--- config.mk ---
export PLATFORM = sky130hd
export DESIGN_NAME = noc16_reg_responder
export DESIGN_NICKNAME = d
export VERILOG_FILES = /design/src/rtl/noc16_pkg.sv /design/src/rtl/noc16_sync2.sv /design/src/rtl/noc16_reg_responder.sv
export SDC_FILE = /design/constraint.sdc
export NUM_CORES = 1
export LEC_CHECK = 0
export CAP_MARGIN = 20
export CELL_PAD_IN_SITES_DETAIL_PLACEMENT = 0
export CELL_PAD_IN_SITES_GLOBAL_PLACEMENT = 1
export CORE_ASPECT_RATIO = 0.8
export CORE_UTILIZATION = 25
export DETAILED_ROUTE_END_ITERATION = 6
export GPL_ROUTABILITY_DRIVEN = 0
export PLACE_DENSITY = 0.68
export SLEW_MARGIN = 40
export SYNTH_ARGS = -nofsm -noshare
export SYNTH_HDL_FRONTEND = slang
export SYNTH_SLANG_ARGS = --single-unit
--- constraint.sdc ---
create_clock -name clk -period 4 [get_ports clk]
set_input_delay 0.8 -clock clk [delete_from_list [all_inputs] [get_ports clk]]
set_output_delay 0.8 -clock clk [all_outputs]
set_load 0.01 [all_outputs]
--- src/rtl/noc16_pkg.sv ---
`default_nettype none
// ============================================================================
// Module      : noc16_pkg
// Description : Shared constants for the NOC16 service-channel responder:
//               command opcodes, response codes, register addresses and the
//               responder FSM state type.
// Revision    : 1.0 - initial release
// ============================================================================
package noc16_pkg;

  // Host command opcodes
  localparam logic [7:0] C_OP_READ       = 8'h01;
  localparam logic [7:0] C_OP_WRITE      = 8'h02;

  // Response codes
  localparam logic [7:0] C_RSP_READ_ACK  = 8'h81;
  localparam logic [7:0] C_RSP_WRITE_ACK = 8'h82;
  localparam logic [7:0] C_RSP_ERROR     = 8'hFF;

  // Register map
  localparam logic [7:0] C_ADDR_SERIAL   = 8'h00;
  localparam logic [7:0] C_ADDR_SWITCHES = 8'h01;
  localparam logic [7:0] C_ADDR_LEDS     = 8'h02;
  localparam logic [7:0] C_ADDR_ABEND    = 8'h03;
  localparam logic [7:0] C_ADDR_WAYPOINT = 8'h04;
  localparam logic [7:0] C_ADDR_SCRATCH  = 8'h05;
  localparam logic [7:0] C_ADDR_STATS    = 8'h06;

  // Responder FSM: one command outstanding at a time
  typedef enum logic [0:0] {
    ST_IDLE = 1'b0,
    ST_RESP = 1'b1
  } state_t;

endpackage
`default_nettype wire

--- src/rtl/noc16_sync2.sv ---
`default_nettype none
// ============================================================================
// Module      : noc16_sync2
// Description : 8-bit two-flop synchroniser for asynchronous GPIO switches.
//               Both stages clear to zero on reset.
// Ports       : clk   - system clock
//               reset - asynchronous active-high reset
//               d     - asynchronous input
//               q     - synchronised output (2-cycle latency)
// Revision    : 1.0 - initial release
// ============================================================================
module noc16_sync2 (
  input  logic       clk,
  input  logic       reset,
  input  logic [7:0] d,
  output logic [7:0] q
);

  logic [7:0] r_meta;
  logic [7:0] r_sync;

  always_ff @(posedge clk or posedge reset) begin
    if (reset) begin
      r_meta <= 8'd0;
      r_sync <= 8'd0;
    end else begin
      r_meta <= d;
      r_sync <= r_meta;
    end
  end

  assign q = r_sync;

endmodule
`default_nettype wire

--- src/rtl/noc16_reg_responder.sv ---
`default_nettype none
// ============================================================================
// Module      : noc16_reg_responder
// Description : Device-side responder for the NOC16 service channel. Accepts
//               single-beat READ/WRITE commands on TxData, executes them on a
//               small register file and returns one response beat on RxData.
// Ports       : clk, reset (async, active-high)
//               Ksubs3_Noc16_TxData_* - command channel (lo/cmd/valid in, rdy out)
//               Ksubs3_Noc16_RxData_* - response channel (lo/cmd/valid out, rdy in)
//               ksubsGpioSwitches     - async switch inputs
//               ksubsGpioLeds, ksubsAbendSyndrome, ksubsManualWaypoint - regs
// Config      : NOC16_RESP_STATS_EN - adds read-only STATS register at 0x06
//               holding saturating accepted/error command counters.
// Revision    : 1.0 - initial release
// ============================================================================
module noc16_reg_responder
  import noc16_pkg::*;
#(
  parameter logic [31:0] SERIAL_NUMBER = 32'd1236
) (
  input  logic        clk,
  input  logic        reset,
  input  logic [63:0] Ksubs3_Noc16_TxData_lo,
  input  logic [7:0]  Ksubs3_Noc16_TxData_cmd,
  input  logic        Ksubs3_Noc16_TxData_valid,
  output logic        Ksubs3_Noc16_TxData_rdy,
  output logic [63:0] Ksubs3_Noc16_RxData_lo,
  output logic [7:0]  Ksubs3_Noc16_RxData_cmd,
  output logic        Ksubs3_Noc16_RxData_valid,
  input  logic        Ksubs3_Noc16_RxData_rdy,
  input  logic [7:0]  ksubsGpioSwitches,
  output logic [7:0]  ksubsGpioLeds,
  output logic [7:0]  ksubsAbendSyndrome,
  output logic [7:0]  ksubsManualWaypoint
);

  state_t      r_state;
  state_t      w_state_nxt;
  logic [7:0]  w_switches;
  logic [7:0]  r_leds;
  logic [7:0]  r_abend;
  logic [7:0]  r_waypoint;
  logic [31:0] r_scratch;
  logic [63:0] r_rx_lo;
  logic [7:0]  r_rx_cmd;

  logic        w_accept;
  logic [7:0]  w_addr;
  logic [31:0] w_wdata;
  logic [7:0]  w_rsp_cmd;
  logic [31:0] w_rsp_data;
  logic        w_is_err;
  logic        w_wr_leds;
  logic        w_wr_abend;
  logic        w_wr_waypoint;
  logic        w_wr_scratch;

  // Payload bits [55:32] carry nothing on the command channel.
  logic w_unused;
  assign w_unused = ^Ksubs3_Noc16_TxData_lo[55:32];

  noc16_sync2 u_sync_switches (
    .clk   (clk),
    .reset (reset),
    .d     (ksubsGpioSwitches),
    .q     (w_switches)
  );

`ifdef NOC16_RESP_STATS_EN
  logic [15:0] r_cnt_accept;
  logic [15:0] r_cnt_error;
`endif

  assign w_addr   = Ksubs3_Noc16_TxData_lo[63:56];
  assign w_wdata  = Ksubs3_Noc16_TxData_lo[31:0];
  assign w_accept = Ksubs3_Noc16_TxData_valid && (r_state == ST_IDLE);

  // Command decode: anything not explicitly matched below is an ERROR,
  // which covers unknown opcodes, unmapped addresses and writes to RO regs.
  always_comb begin
    w_rsp_cmd     = C_RSP_ERROR;
    w_rsp_data    = 32'd0;
    w_is_err      = 1'b1;
    w_wr_leds     = 1'b0;
    w_wr_abend    = 1'b0;
    w_wr_waypoint = 1'b0;
    w_wr_scratch  = 1'b0;
    if (Ksubs3_Noc16_TxData_cmd == C_OP_READ) begin
      w_rsp_cmd = C_RSP_READ_ACK;
      w_is_err  = 1'b0;
      case (w_addr)
        C_ADDR_SERIAL:   w_rsp_data = SERIAL_NUMBER;
        C_ADDR_SWITCHES: w_rsp_data = {24'd0, w_switches};
        C_ADDR_LEDS:     w_rsp_data = {24'd0, r_leds};
        C_ADDR_ABEND:    w_rsp_data = {24'd0, r_abend};
        C_ADDR_WAYPOINT: w_rsp_data = {24'd0, r_waypoint};
        C_ADDR_SCRATCH:  w_rsp_data = r_scratch;
`ifdef NOC16_RESP_STATS_EN
        // Counters as they stood before this command is counted.
        C_ADDR_STATS:    w_rsp_data = {r_cnt_accept, r_cnt_error};
`endif
        default: begin
          w_rsp_cmd = C_RSP_ERROR;
          w_is_err  = 1'b1;
        end
      endcase
    end else if (Ksubs3_Noc16_TxData_cmd == C_OP_WRITE) begin
      w_rsp_cmd = C_RSP_WRITE_ACK;
      w_is_err  = 1'b0;
      case (w_addr)
        C_ADDR_LEDS:     w_wr_leds     = 1'b1;
        C_ADDR_ABEND:    w_wr_abend    = 1'b1;
        C_ADDR_WAYPOINT: w_wr_waypoint = 1'b1;
        C_ADDR_SCRATCH:  w_wr_scratch  = 1'b1;
        default: begin
          w_rsp_cmd = C_RSP_ERROR;
          w_is_err  = 1'b1;
        end
      endcase
    end
  end

  // FSM next state and handshake outputs
  always_comb begin
    w_state_nxt               = r_state;
    Ksubs3_Noc16_TxData_rdy   = 1'b0;
    Ksubs3_Noc16_RxData_valid = 1'b0;
    case (r_state)
      ST_IDLE: begin
        Ksubs3_Noc16_TxData_rdy = 1'b1;
        if (Ksubs3_Noc16_TxData_valid) w_state_nxt = ST_RESP;
      end
      ST_RESP: begin
        Ksubs3_Noc16_RxData_valid = 1'b1;
        if (Ksubs3_Noc16_RxData_rdy) w_state_nxt = ST_IDLE;
      end
      default: w_state_nxt = ST_IDLE;
    endcase
  end

  always_ff @(posedge clk or posedge reset) begin
    if (reset) r_state <= ST_IDLE;
    else       r_state <= w_state_nxt;
  end

  // Register file and response holding registers. The response is only
  // loaded on acceptance, so it stays stable while the host stalls.
  always_ff @(posedge clk or posedge reset) begin
    if (reset) begin
      r_leds     <= 8'd0;
      r_abend    <= 8'd0;
      r_waypoint <= 8'd0;
      r_scratch  <= 32'd0;
      r_rx_lo    <= 64'd0;
      r_rx_cmd   <= 8'd0;
    end else if (w_accept) begin
      if (w_wr_leds)     r_leds     <= w_wdata[7:0];
      if (w_wr_abend)    r_abend    <= w_wdata[7:0];
      if (w_wr_waypoint) r_waypoint <= w_wdata[7:0];
      if (w_wr_scratch)  r_scratch  <= w_wdata;
      r_rx_lo  <= {w_addr, 24'd0, w_rsp_data};
      r_rx_cmd <= w_rsp_cmd;
    end
  end

`ifdef NOC16_RESP_STATS_EN
  always_ff @(posedge clk or posedge reset) begin
    if (reset) begin
      r_cnt_accept <= 16'd0;
      r_cnt_error  <= 16'd0;
    end else if (w_accept) begin
      if (r_cnt_accept != 16'hFFFF)             r_cnt_accept <= r_cnt_accept + 16'd1;
      if (w_is_err && r_cnt_error != 16'hFFFF)  r_cnt_error  <= r_cnt_error + 16'd1;
    end
  end
`else
  logic w_unused_err;
  assign w_unused_err = w_is_err;
`endif

  assign Ksubs3_Noc16_RxData_lo  = r_rx_lo;
  assign Ksubs3_Noc16_RxData_cmd = r_rx_cmd;
  assign ksubsGpioLeds           = r_leds;
  assign ksubsAbendSyndrome      = r_abend;
  assign ksubsManualWaypoint     = r_waypoint;

endmodule
`default_nettype wire

==> impl_metrics.py, run 1 <==
metrics = {
    "status": {
        "status": "completed",
    },
    "grt": {
        "grt_max_degree": 66,
        "grt_pass1_vias": 3303,
        "grt_overflow": 0,
        "top_usage_layer": "met2",
        "grtUsageTotal_pct": 13.1,
        "grt_pass1_wl_mm": 19.4,
        "met1_usage_pct": 17.5,
        "antenna_found_initial": 0,
        "grt_use_met3_pct": 4.51,
        "grt_use_met2_pct": 20.0,
    },
    "logic_synthesis": {
        "netlist_area_mm2": 0.00491,
        "synth_flop_cell": "dfrtp_1",
        "synth.distinct_cells": 32,
        "yosys.area.top_type": "dfrtp_1",
        "ys_seq_area_share_pct": 59.6,
        "synth_cells": 353,
        "synth_area_leaders": "dfrtp_1 (60%), mux2_4 (9.2%), mux2_2 (7.6%), buf_4 (4.3%), a22o_1 (4.1%)",
        "async_flop_share_pct": 100,
        "syn_avg_cell_area_um2": 13.9,
        "synth_top_cell_area_share_pct": 59.6,
        "yosys_warnings": 0,
        "synth-edff-count": 0,
        "yosys_register_bits": 117,
    },
    "floorplan": {
        "dieWidth_um": 159,
        "rows": 45,
        "die_h_um": 127,
        "die_area_mm2": 0.0202,
        "start_util_pct": 25.7,
        "ioPinCount": 182,
        "coreArea_mm2": 0.0191,
    },
    "setup_path": {
        "crit_arrival_ns": 3.71,
        "path_class": "in2reg",
        "cp-start-kind": "input pin",
        "cp-end-kind": "register",
        "required_ns": 4.29,
        "worstPathMaxFanout": 32,
    },
    "timing": {
        "hold_viol": 0,
        "min_period_ns": 3.42,
        "fin_crit_sh_pct": 85.5,
        "tightestPinTransition_ns": 0.714,
        "skew_ns": 0.0120,
        "timing_max_transition_violations_final": 0,
        "fin_setup_tns_ns": 0,
        "max_freq_mhz": 292,
        "rsz0062_at_grt": "no",
        "setup_viol_count_final": 0,
        "whs_ns": 0.348,
        "max_slew_margin_pct": 52.3,
    },
    "clocking": {
        "cts_hold_buf": 0,
        "cts.sinks": 117,
        "root_buffer": "clkbuf_16",
        "clock_latency_ns": 0.41,
        "path_clk_slew_ns": 0.05,
        "cts_tree": "yes",
        "cts_buffer_depth": 2,
        "cts_resized": 0,
        "post-cts-setup-buffers": 0,
        "cts_buffers": 17,
        "cts_htree_levels": 4,
    },
    "layout": {
        "stdcell_count": 755,
        "post-route-cell-area_mm2": 0.00698,
        "nNetsFinal": 571,
        "n_antenna_cell": 0,
        "drive_gt1_share_pct": 21.1,
        "num-fill-cells": 1842,
        "area_delta_synth_final_pct": 42.2,
    },
    "power": {
        "p_leak_uw": 0.00321,
        "ir_drop_v": 0.000244,
        "power_density_mw_per_mm2": 420,
    },
    "worst_hold_path": {
        "hp-class": "reg2reg",
    },
    "drt": {
        "drc_errors": 0,
        "drtIter0Drc": 181,
        "dr_total_vias": 3183,
        "drtPass1Iterations": 4,
        "routedWlPerCell_um": 16.6,
        "antenna_left": 0,
        "routed_wl_mm": 12.5,
        "vias_per_cell": 4.22,
    },
    "place": {
        "dp.cells": 726,
        "portBuffers": 133,
        "placement.cell_area_mm2": 0.00641,
        "dp.final_hpwl_mm": 8.23,
    },
    "job": {
        "max_cap_viol_count": 0,
    },
}
## logic make-up after synthesis
family / count (synthesis) / synth area share (%)
flip-flops: 117 / 59.6
multiplexers: 79 / 20.0
AND/OR/NAND/NOR: 53 / 6.02
buffers and inverters: 53 / 6.81
AO/OA/AOI/OAI: 49 / 7.26
XOR/XNOR: 1 / 0.178
other: 1 / 0.0764
## power breakdown
| group | switching [µW] | internal [µW] | leakage, µW |
|---|---|---|---|
| registers | 12.3 | 1210 | 0.00156 |
| clock network | 542 | 935 | 0.000270 |
| logic | 111 | 115 | 0.00138 |
## layer usage
metal	up-vias	wire (µm)
met4	0	159
met5	-	0
met2	98	5710
met1	1609	5920
li1	1465	-
met3	11	748
## stage by stage
stage / total power, µW / setup WS [ns] / util (%)
after floorplan: 1350 / 0.0992 / -
after global placement: 1470 / 0.185 / 33.6
after detailed placement: 1480 / 0.182 / 33.6
after CTS: 2960 / 0.595 / 36.6
after global routing: 3050 / 0.545 / 36.6
final: 2930 / 0.580 / 36.6
## cells in the final DEF, fill, tap and decap left out, types with 3 or more instances in the layout
master / n
a21oi_1: 5
dfrtp_1: 117
mux2_2: 33
a22o_1: 23
o2bb2ai_1: 4
buf_4: 6
nand2b_1: 8
clkbuf_16: 17
conb_1: 24
or4_1: 3
nor3_1: 10
nand2_1: 17
o21ai_0: 11
a31oi_1: 4
clkinv_2: 3
inv_1: 4
mux2_4: 30
clkdlybuf4s50_1: 133
clkinvlp_4: 3
mux2i_1: 16
## worst max-delay path, cell delays in order
cell and delay [ns]:
clkdlybuf4s50_1 0.42, or4_1 0.62, or4_4 0.59, or4_4 0.85, mux2_4 0.41
## final cells by class
type | count | area [µm²] | share of cell area, %
Timing Repair Buffer | 140 | 1400 | 20.0
Clock buffer | 20 | 457 | 6.54
Inverter | 5 | 23.8 | 0.341
Multi-Input combinational cell | 206 | 1750 | 25.0
Sequential cell | 117 | 2930 | 42.0
Tap cell | 258 | 323 | 4.63
Clock inverter | 9 | 106 | 1.52
## state kept, by name, summed over array words and instances, names as in the netlist
signal / cells
u_sync_switches.r_meta: 8
ksubsGpioLeds: 8
ksubsManualWaypoint: 8
Ksubs3_Noc16_RxData_cmd: 4
Ksubs3_Noc16_RxData_lo: 40
u_sync_switches.q: 8
r_state: 1
r_scratch: 32
ksubsAbendSyndrome: 8
## synth_stat cells (2+ instances only)
cell	count
a21oi_1	5
a22o_1	23
a31oi_1	4
buf_4	28
buf_6	4
clkbuf_1	15
dfrtp_1	117
inv_1	5
mux2_2	33
mux2_4	30
mux2i_1	16
nand2_1	18
nand2b_1	8
nand3_1	2
nor2b_1	2
nor3_1	11
o21ai_0	11
o2bb2ai_1	4
or4_1	3
or4_4	2
## path summary, 6_finish.rpt
check,cells after the start,slack (ns),from,to
min reg2reg,0,0.35,u_sync_switches.r_meta[1],u_sync_switches.q[1]
max in group asynchronous,3,2.40,reset,ksubsManualWaypoint[7]
min,0,0.35,u_sync_switches.r_meta[1],u_sync_switches.q[1]
min in group asynchronous,2,0.88,reset,Ksubs3_Noc16_RxData_lo[60]
max reg2reg,4,1.16,r_state,r_scratch[18]
max,5,0.58,Ksubs3_Noc16_TxData_lo[59],r_scratch[18]
(Power assumes the default switching activity.)
==> run 2, diff against run 1 <==
--- a/config.mk
+++ b/config.mk
@@ -5,14 +5,13 @@
 export SDC_FILE = /design/constraint.sdc
 export NUM_CORES = 1
 export LEC_CHECK = 0
-export CAP_MARGIN = 20
 export CELL_PAD_IN_SITES_DETAIL_PLACEMENT = 0
 export CELL_PAD_IN_SITES_GLOBAL_PLACEMENT = 1
 export CORE_ASPECT_RATIO = 0.8
-export CORE_UTILIZATION = 25
+export CORE_UTILIZATION = 31
 export DETAILED_ROUTE_END_ITERATION = 6
 export GPL_ROUTABILITY_DRIVEN = 0
-export PLACE_DENSITY = 0.68
+export PLACE_DENSITY = 0.8
 export SLEW_MARGIN = 40
 export SYNTH_ARGS = -nofsm -noshare
 export SYNTH_HDL_FRONTEND = slang
==> run 2 against run 1 <==
Combinational power is essentially flat. Setup slack improved by 0.047 ns. Total power down 0.63%. Fmax rose by 1.4%. Via count grew 1.1%. Critical endpoint is now r_scratch[14]. Largest cell class unchanged.
==> impl_metrics.py, run 2 (same netlist as run 1, synthesis figures left out) <==
metrics = {
    "clocking": {
        "path_clk_slew_ns": 0.05,
        "cts_htree_levels": 4,
        "cts_resized": 0,
        "cts_hold_buf": 0,
        "root_buffer": "clkbuf_16",
        "post-cts-setup-buffers": 0,
        "clock_latency_ns": 0.41,
        "cts_buffer_depth": 2,
        "cts_tree": "yes",
        "cts_buffers": 17,
        "cts.sinks": 117,
    },
    "drt": {
        "routed_wl_mm": 11.7,
        "drtPass1Iterations": 4,
        "drc_errors": 0,
        "antenna_left": 0,
        "vias_per_cell": 4.52,
        "dr_total_vias": 3218,
        "drtIter0Drc": 101,
        "routedWlPerCell_um": 16.5,
    },
    "floorplan": {
        "die_area_mm2": 0.0163,
        "rows": 40,
        "die_h_um": 115,
        "dieWidth_um": 143,
        "start_util_pct": 32.2,
        "coreArea_mm2": 0.0153,
        "ioPinCount": 182,
    },
    "setup_path": {
        "cp-start-kind": "input pin",
        "crit_arrival_ns": 3.67,
        "cp-end-kind": "register",
        "crit_buf_inv": 1,
        "r2r_slack_ns": 1.17,
        "worstPathMaxFanout": 32,
        "required_ns": 4.29,
        "cpPeakStageDelay_ns": 0.85,
        "cpMostUsedCell": "or4_4",
        "crit_slowest_cell": "or4_4",
        "timing.critical_path.max_delay_family": "simple AND/OR/NAND/NOR gates",
        "path_class": "in2reg",
        "crit_chain": "clkdlybuf4s50_1 > or4_1 > or4_4 > or4_4 > mux2_4",
    },
    "grt": {
        "grt_overflow": 0,
        "grt_max_degree": 65,
        "grt_pass1_wl_mm": 18.3,
        "grt_pass1_vias": 3316,
        "grtUsageTotal_pct": 15.4,
        "antenna_found_initial": 0,
    },
    "timing": {
        "skew_ns": 0.00650,
        "min_period_ns": 3.37,
        "fin_setup_tns_ns": 0,
        "setup_viol_count_final": 0,
        "max_freq_mhz": 296,
        "fin_crit_sh_pct": 84.3,
        "max_slew_margin_pct": 55.1,
        "timing_max_transition_violations_final": 0,
        "tightestPinTransition_ns": 0.674,
        "rsz0062_at_grt": "no",
        "hold_viol": 0,
    },
    "layout": {
        "n_antenna_cell": 0,
        "drive_gt1_share_pct": 21.5,
        "mostFrequentLayoutCell": "clkdlybuf4s50_1",
        "area_delta_synth_final_pct": 41.1,
        "largest_reg_flops": 40,
        "layout_common_cells": "clkdlybuf4s50_1 (133), dfrtp_1 (117), mux2_2 (33), mux2_4 (30), conb_1 (24)",
        "stdcell_count": 712,
        "num-fill-cells": 1362,
        "nNetsFinal": 573,
    },
    "place": {
        "portBuffers": 133,
        "dp.cells": 680,
        "dp.final_hpwl_mm": 7.85,
    },
    "power": {
        "power_density_mw_per_mm2": 420,
        "p_leak_uw": 0.00321,
        "ir_drop_v": 0.000290,
    },
    "status": {
        "status": "completed",
    },
    "job": {
        "max_cap_viol_count": 0,
    },
    "worst_hold_path": {
        "hp-class": "reg2reg",
    },
}
## run 2: changes by cell type in the layout (fill, tap and decap cells not counted)
cell,previous run,this run
buf_4,6,9
clkbuf_1,1,3
clkbuf_8,2,0
buf_12,1,0
clkinv_4,1,2
clkinvlp_4,3,4
inv_6,1,2
## run 2: routing by layer
metal  track usage (%)  vias to the layer above  wire (µm)
li1                  -                     1475          -
met1              20.0                     1624       5410
met2              23.5                      107       5410
met3              5.23                       12        786
met4              6.67                        0        131
met5                 0                        -          0
## run 2: area by class of cell
cell class	count	area [µm²]	area share (%)
clock buffer	20	437	6.30
clock inverter	12	131	1.90
inverter	5	23.8	0.343
multi-input combinational	206	1750	25.2
sequential	117	2930	42.3
tap	210	263	3.79
timing repair buffer	142	1400	20.2
## run 2: worst paths after layout
check	from	depth (start not counted)	endpoint
setup / recovery	Ksubs3_Noc16_TxData_lo[59]	5	r_scratch[14]
hold / removal	u_sync_switches.r_meta[6]	0	u_sync_switches.q[6]
setup reg to reg	r_state	4	r_scratch[14]
hold reg to reg	u_sync_switches.r_meta[6]	0	u_sync_switches.q[6]
max in group asynchronous	reset	3	r_scratch[20]
min in group asynchronous	reset	2	Ksubs3_Noc16_RxData_lo[28]
## run 2: power by group
part,switching (µW),internal (µW),leakage (µW)
registers,11.8,1210,0.00156
clock network,545,915,0.000266
logic,111,115,0.00139
total,668,2240,0.00321
## run 2: per-stage QoR
stage                     setup slack [ns]  total power (µW)  hold slack [ns]  utilization, %  area (µm²)
final                                0.626              2910            0.346            45.4        6930
after global routing                 0.561              3030            0.356            45.4        6930
after CTS                            0.625              2950            0.347            45.4        6920
after detailed placement             0.195              1480            0.335            41.6        6360
after global placement               0.211              1470            0.333            41.6        6350
after floorplan                     0.0992              1350            0.331               -        4990
